--- config.mk ---
export PLATFORM = sky130hd
export DESIGN_NAME = i3c_mem_arbiter
export DESIGN_NICKNAME = d
export VERILOG_FILES = /design/src/rtl/i3c_pkg.sv /design/src/rtl/i3c_rr_arb2.sv /design/src/rtl/i3c_mem_arbiter.sv
export SDC_FILE = /design/constraint.sdc
export NUM_CORES = 1
export LEC_CHECK = 0
export ABC_AREA = 1
export CORE_AREA = 2 2 233 235
export CTS_CLUSTER_DIAMETER = 40
export CTS_CLUSTER_SIZE = 8
export DETAILED_ROUTE_END_ITERATION = 8
export DIE_AREA = 0 0 235 237
export SLEW_MARGIN = 10
export SYNTH_ARGS = -nofsm -noshare
export SYNTH_HDL_FRONTEND = slang
export SYNTH_SLANG_ARGS = --single-unit
--- constraint.sdc ---
create_clock -name clk_i -period 1.1 [get_ports clk_i]
set_input_delay 0.11 -clock clk_i [delete_from_list [all_inputs] [get_ports clk_i]]
set_output_delay 0.11 -clock clk_i [all_outputs]
set_load 0.03 [all_outputs]
--- src/rtl/i3c_pkg.sv ---
// Shared constants and types for the I3C DAT/DCT memory arbiter slice.
// The lock feature (I3C_MEM_ARB_LOCK_EN) uses the lock state enum and counter width.
package i3c_pkg;

    localparam int DatDepth       = 16;
    localparam int MemArbLockCntW = 5;

    typedef enum logic {
        PortA = 1'b0,
        PortB = 1'b1
    } mem_arb_port_e;

    typedef enum logic [1:0] {
        StIdle    = 2'd0,
        StLockedA = 2'd1,
        StLockedB = 2'd2
    } mem_arb_lock_e;

endpackage

--- src/rtl/i3c_rr_arb2.sv ---
// Two-way round-robin grant with the last-granted register.
// Reset leaves last_q on port B, so port A wins the first conflict.
module i3c_rr_arb2
    import i3c_pkg::*;
(
    input  logic clk,
    input  logic rst,
    input  logic req_a,
    input  logic req_b,
    output logic gnt_a,
    output logic gnt_b
);

    mem_arb_port_e last_q;

    always_comb begin
        gnt_a = req_a && (!req_b || last_q == PortB);
        gnt_b = req_b && !gnt_a;
    end

    always_ff @(posedge clk) begin
        if (rst) begin
            last_q <= PortB;
        end else if (gnt_a) begin
            last_q <= PortA;
        end else if (gnt_b) begin
            last_q <= PortB;
        end
    end

endmodule

--- src/rtl/i3c_mem_arbiter.sv ---
// Shares one single-port DAT/DCT memory (1-cycle read latency) between the CSR path (A)
// and the command engine (B). Optional bus lock is enabled with I3C_MEM_ARB_LOCK_EN.
module i3c_mem_arbiter
    import i3c_pkg::*;
#(
    parameter int  Depth           = DatDepth,
    parameter int  Width           = 64,
    parameter int  DataBitsPerMask = 32,
    parameter int  LockTimeout     = 16,
    localparam int Aw              = $clog2(Depth)
) (
    input  logic             clk_i,
    input  logic             rst_i,
`ifdef I3C_MEM_ARB_LOCK_EN
    input  logic             a_lock_i,
    input  logic             b_lock_i,
`endif
    input  logic             a_req_i,
    output logic             a_gnt_o,
    input  logic             a_write_i,
    input  logic [Aw-1:0]    a_addr_i,
    input  logic [Width-1:0] a_wdata_i,
    input  logic [Width-1:0] a_wmask_i,
    output logic [Width-1:0] a_rdata_o,
    output logic             a_rvalid_o,
    output logic [1:0]       a_rerror_o,
    input  logic             b_req_i,
    output logic             b_gnt_o,
    input  logic             b_write_i,
    input  logic [Aw-1:0]    b_addr_i,
    input  logic [Width-1:0] b_wdata_i,
    input  logic [Width-1:0] b_wmask_i,
    output logic [Width-1:0] b_rdata_o,
    output logic             b_rvalid_o,
    output logic [1:0]       b_rerror_o,
    output logic             mem_req_o,
    output logic             mem_write_o,
    output logic [Aw-1:0]    mem_addr_o,
    output logic [Width-1:0] mem_wdata_o,
    output logic [Width-1:0] mem_wmask_o,
    input  logic [Width-1:0] mem_rdata_i,
    input  logic [1:0]       mem_rerror_i
);

    if (Width % DataBitsPerMask != 0 || LockTimeout < 1 ||
        LockTimeout >= (1 << MemArbLockCntW)) begin : g_bad_cfg
        $error("i3c_mem_arbiter: unsupported parameter combination");
    end

    // Request bundle sized by this instance's Aw/Width.
    typedef struct packed {
        logic             req;
        logic             write;
        logic [Aw-1:0]    addr;
        logic [Width-1:0] wdata;
        logic [Width-1:0] wmask;
    } mem_arb_req_t;

    mem_arb_req_t  a_port, b_port, sel;
    logic          allow_a, allow_b;
    logic          req_a, req_b, gnt_a, gnt_b;
    logic          rv_read_q;
    mem_arb_port_e rv_port_q;

    assign a_port = '{req: a_req_i, write: a_write_i, addr: a_addr_i,
                      wdata: a_wdata_i, wmask: a_wmask_i};
    assign b_port = '{req: b_req_i, write: b_write_i, addr: b_addr_i,
                      wdata: b_wdata_i, wmask: b_wmask_i};

`ifdef I3C_MEM_ARB_LOCK_EN
    mem_arb_lock_e             state_q;
    logic [MemArbLockCntW-1:0] lock_cnt_q;
    logic                      hold;

    // The owner keeps the lock only while it asserts lock_i and the timeout has not hit.
    assign hold = ((state_q == StLockedA && a_lock_i) ||
                   (state_q == StLockedB && b_lock_i)) &&
                  (lock_cnt_q != MemArbLockCntW'(LockTimeout));
    assign allow_a = !(hold && state_q == StLockedB);
    assign allow_b = !(hold && state_q == StLockedA);

    always_ff @(posedge clk_i) begin
        if (rst_i) begin
            state_q    <= StIdle;
            lock_cnt_q <= '0;
        end else if (hold) begin
            lock_cnt_q <= lock_cnt_q + 1'b1;
        end else if (gnt_a && a_lock_i) begin
            state_q    <= StLockedA;
            lock_cnt_q <= '0;
        end else if (gnt_b && b_lock_i) begin
            state_q    <= StLockedB;
            lock_cnt_q <= '0;
        end else begin
            state_q    <= StIdle;
            lock_cnt_q <= '0;
        end
    end
`else
    assign allow_a = 1'b1;
    assign allow_b = 1'b1;
`endif

    assign req_a = a_req_i && allow_a && !rst_i;
    assign req_b = b_req_i && allow_b && !rst_i;

    i3c_rr_arb2 u_rr (
        .clk   (clk_i),
        .rst   (rst_i),
        .req_a (req_a),
        .req_b (req_b),
        .gnt_a (gnt_a),
        .gnt_b (gnt_b)
    );

    assign a_gnt_o = gnt_a;
    assign b_gnt_o = gnt_b;

    always_comb begin
        sel = '0;
        if (gnt_a) begin
            sel = a_port;
        end else if (gnt_b) begin
            sel = b_port;
        end
    end

    assign mem_req_o   = sel.req;
    assign mem_write_o = sel.write;
    assign mem_addr_o  = sel.addr;
    assign mem_wdata_o = sel.wdata;
    assign mem_wmask_o = sel.wmask;

    always_ff @(posedge clk_i) begin
        if (rst_i) begin
            rv_read_q <= 1'b0;
            rv_port_q <= PortA;
        end else begin
            rv_read_q <= (gnt_a && !a_write_i) || (gnt_b && !b_write_i);
            rv_port_q <= gnt_b ? PortB : PortA;
        end
    end

    // Gating with rst_i drops a read granted in the cycle just before reset.
    assign a_rvalid_o = rv_read_q && rv_port_q == PortA && !rst_i;
    assign b_rvalid_o = rv_read_q && rv_port_q == PortB && !rst_i;
    assign a_rdata_o  = a_rvalid_o ? mem_rdata_i  : '0;
    assign a_rerror_o = a_rvalid_o ? mem_rerror_i : '0;
    assign b_rdata_o  = b_rvalid_o ? mem_rdata_i  : '0;
    assign b_rerror_o = b_rvalid_o ? mem_rerror_i : '0;

endmodule
# After elaboration in Yosys (flattened, before gate mapping)
# Cells that the tools add are included.
op_classes:
  n_mux: 9
  n_bitwise: 1
  reduce_logical: 18
ops:
  columns: ["op", "n"]
  rows:
  - ["2-to-1 mux 134 bit", 2]
  - ["2-to-1 mux 64 bit", 2]
  - ["logical AND 1 bit", 10]
  - ["logical NOT 1 bit", 5]
  - ["2-to-1 mux 2 bit", 2]
  - ["2-to-1 mux 1 bit", 3]
  - ["logical OR 1 bit", 2]
  - ["nonzero test 2 bit", 1]
  - ["NOT 1 bit", 1]
totals:
  regBits: 3
  input_bits: 336
  out_inout_bits: 270
  elab_cells: 31

# Longest topological paths before layout
logic_depth:
  depth_word: 9
  mapped_depth: 7
  mapped_depth_nobuf: 6

# By module
# From an unflattened synthesis, not the netlist that was laid out.
hier_totals:
  hier_cells: 685
  area_unflattened_um2: 2994.1
modules_own_cells:
  columns: ["module", "instances", "cells_each", "area_per_inst_um2"]
  rows:
  - ["i3c_mem_arbiter", 1, 676, 2925.3]
  - ["i3c_rr_arb2", 1, 9, 68.8]

# Worst setup path after synthesis
# No wires, ideal clock.
synth_path:
  path_type: "register to output"
  from: "register u_rr.last_q"
  to: "output b_gnt_o"
  arrival_ns: 1.291
  setup_slack_ns: -0.301
  path_stages_with_launch: 7
  path_cell_list: "dfxtp_1 -> inv_1 -> nand2_2 -> nand2_4 -> buf_6 -> inv_1 -> nor2_1"
synth_between:
  elab_chain_len: 4
synth_rtl:
  columns: ["element", "line", "rtl"]
  rows:
  - ["start: declaration", "i3c_rr_arb2.sv:14", "mem_arb_port_e last_q;"]
  - ["start signal: assignment", "i3c_rr_arb2.sv:23", "last_q <= PortB;"]
  - ["start signal: assignment", "i3c_rr_arb2.sv:25", "last_q <= PortA;"]
  - ["start signal: assignment", "i3c_rr_arb2.sv:27", "last_q <= PortB;"]
  - ["logical OR 1 bit", "i3c_rr_arb2.sv:17", "gnt_a = req_a && (!req_b || last_q == PortB);"]
  - ["logical AND 1 bit", "i3c_rr_arb2.sv:17", null]
  - ["named net a_gnt_o", "i3c_mem_arbiter.sv:19", "output logic a_gnt_o,"]
  - ["logical NOT 1 bit", "i3c_rr_arb2.sv:18", "gnt_b = req_b && !gnt_a;"]
  - ["logical AND 1 bit", "i3c_rr_arb2.sv:18", null]
  - ["end: declaration", "i3c_mem_arbiter.sv:28", "output logic b_gnt_o,"]
# The timed path passes the listed nets, and every way through them passes these cells.

# Final worst setup path
layout_path:
  from: "register u_rr.last_q"
  to: "output mem_wmask_o[31]"
layout_between:
  elab_chain_len: 6
layout_rtl:
  columns: ["element", "line", "rtl"]
  rows:
  - ["logical OR 1 bit *", "i3c_rr_arb2.sv:17", null]
  - ["logical AND 1 bit *", "i3c_rr_arb2.sv:17", null]
  - ["logical NOT 1 bit", "i3c_rr_arb2.sv:18", null]
  - ["logical AND 1 bit", "i3c_rr_arb2.sv:18", null]
  - ["2-to-1 mux 134 bit", "i3c_mem_arbiter.sv:123", "end else if (gnt_b) begin"]
  - ["2-to-1 mux 134 bit *", "i3c_mem_arbiter.sv:121", "if (gnt_a) begin"]
  - ["end: declaration", "i3c_mem_arbiter.sv:40", "output logic [Width-1:0] mem_wmask_o,"]
# Every way passes the cells marked *; elsewhere a longest branch is shown, timed or not.

==> out/results.ini <==
[final_layout]
mostFrequentLayoutCells=clkdlybuf4s50_1, buf_6, nand3_1
final_common_cell=clkdlybuf4s50_1
final_area_mm2=0.0147
finalNetCount=1690
syn_to_final_growth_pct=377
final_core_util=0.276
layout-drive-gt1-share=0.574

[placed_design]
hpwl_um=27400
placed_area_mm2=0.0117
gp_congestion=0.920
io_buffers=605
place_ws_ns=-0.918

[clocking]
tritoncts=done
clkTransAtPathRegs_ns=0.03
root_buffer=clkbuf_16
cts_buffers=3
clock-sinks=3
clk_path_buf_depth=2
cts_hold_buffers=0
clock_latency_ns=0.22
ctsHtreeMaxLevel=1

[synthesis]
synth-compound-area-share=0.00243
synth_mux_area_frac=0
synth-xor-area-share=0
synthSimpleGateAreaFrac=0.779
synth.avg_cell_area_um2=4.43
synth_top_cell_area_share=0.435
yosysTopAreaCell=nand3_1
synth_top_family_by_area=simple AND/OR/NAND/NOR gates
synth_flop_cell=dfxtp_1
synth_cells=696
ys_seq_elements=3
synth-edff-count=0
async_reset_ff_frac=0
synthesis.nets=1032
yosysWarnings=0
ys_top_cells_by_area=nand3_1, nand2_1, nor2_1
syn_area_mm2=0.00308
ys_types=15
ys_seq_area_frac=0.0195
synth_fa_ha_area_frac=0

[power]
p_per_area_mw_per_mm2=461
ir_drop_v=0.000381
power_frac_clock=0.085
leakage_uw=0.00611
p_seq_frac=0.018
p_total_uw=6780
power_switching_uw=3120
switching_share=0.459
combPwrFrac=0.897
internal-power_uw=3670

[route]
dr_wl_met2_um=21900
drt-pass1-iter-count=4
drcViolationCount=0
via_per_inst=3.74
wl_met3_um=2600
top_layer=met5
wirelength_um=40200
drtIter0Drc=229
drt.antenna.violating_nets=0
wl_met1_um=14100
vias=7671
route.detailed.wl_per_inst_um=19.6

[sta]
relSlewSlack=0.826
whs_ns=0.294
fin_ws_ns=-0.504
fin_crit_sh=1.46
fmax_mhz=623
worst_pin_slew_ns=0.260
skew_ns=0.00368
setup-violations-final=273
fin_crit_ns=1.60
slew_viol_final=0
rsz0062_at_grt=yes
hold_viol=0

[floorplan]
coreArea_mm2=0.0533
io_pins=606
dieArea_mm2=0.0557
die_w_um=235
initial_utilization=0.0579
std_cell_rows=85
dieHeight_um=237

[setup_path]
start_kind=flip-flop
required_ns=0.99
crit_type=reg -> out
crit_path_end_kind=output port
cp.arrival_ns=1.49
crit_fanout=5

[grt]
grt_remaining_overflow=0
grt_max_degree=69
grt_pass1_vias=7755
groute.usage.overall=0.119
grt_pass1_wl_um=49100
antenna_found_initial=3

[job]
maxCapViolCount=0

[status]
violations=negative setup slack
status=complete, but fails checks

[worst_hold_path]
holdCritPathClass=in -> reg

## through the flow
step	instances	TNS (ns)
after floorplan	696	-10.35
after global placement	1993	-182.57
after detailed placement	1993	-178.67
after CTS	2023	-117.97
after global routing	2050	-132.54
final	2050	-114.85
## kinds of logic after synthesis
| family | after synthesis |
|---|---|
| simple gates | 544 |
| buf+inv | 148 |
| flops | 3 |
| compound gates | 1 |
## final cells by class
type / count / area, µm²
Fill cell: 5548 / 38600
Inverter: 78 / 303
Multi-Input combinational cell: 547 / 4760
Timing Repair Buffer: 721 / 8620
Antenna cell: 1 / 2.50
Tap cell: 696 / 871
Clock buffer: 4 / 78.8
Sequential cell: 3 / 66.3
## Yosys cell counts (2+ instances only)
library cell,number
nand2_1,137
clkbuf_1,23
nand3_1,268
inv_1,76
buf_4,3
nor2_4,2
buf_1,11
dfxtp_1,3
inv_2,2
buf_2,32
nor2_1,135
## flip-flops by register name, indices dropped and copies added (netlist names)
signal / count
u_rr.last_q: 1
rv_port_q: 1
rv_read_q: 1
## power groups by stage
stage / sequential [µW] / clock, µW / combinational (µW)
after floorplan: 122 / 0 / 2130
after global placement: 122 / 0 / 4910
after detailed placement: 122 / 0 / 4930
after CTS: 126 / 582 / 5470
after global routing: 126 / 608 / 6370
final: 125 / 576 / 6080
## layer usage
metal  up-vias  track usage
met1      3559        0.120
li1       3572            -
met4         4       0.0420
met2       466        0.235
met3        70       0.0282
met5         -            0
## path summary, 6_finish.rpt
kind                     from         endpoint  slack [ns]  depth (start not counted)
hold / removal        a_req_i      u_rr.last_q        0.29                          2
hold reg to reg   u_rr.last_q      u_rr.last_q        0.54                          2
setup reg to reg  u_rr.last_q        rv_port_q       -0.35                          8
setup / recovery  u_rr.last_q  mem_wmask_o[31]       -0.50                          8
## critical path: stages, from the launching register on
cell	delay, ns
dfxtp_2	0.32
inv_4	0.07
nand2_8	0.09
nand2_8	0.12
buf_6	0.18
buf_16	0.15
nand3_1	0.10
nand2_2	0.11
buf_12	0.12
## repair_timing
action,in CTS,in global routing
setup endpoints to repair,273,272
pin swaps,22,47
gates cloned,10,20
setup buffers,17,8
gates resized for setup,184,302
Note: power is estimated with default switching activity, not from simulation.
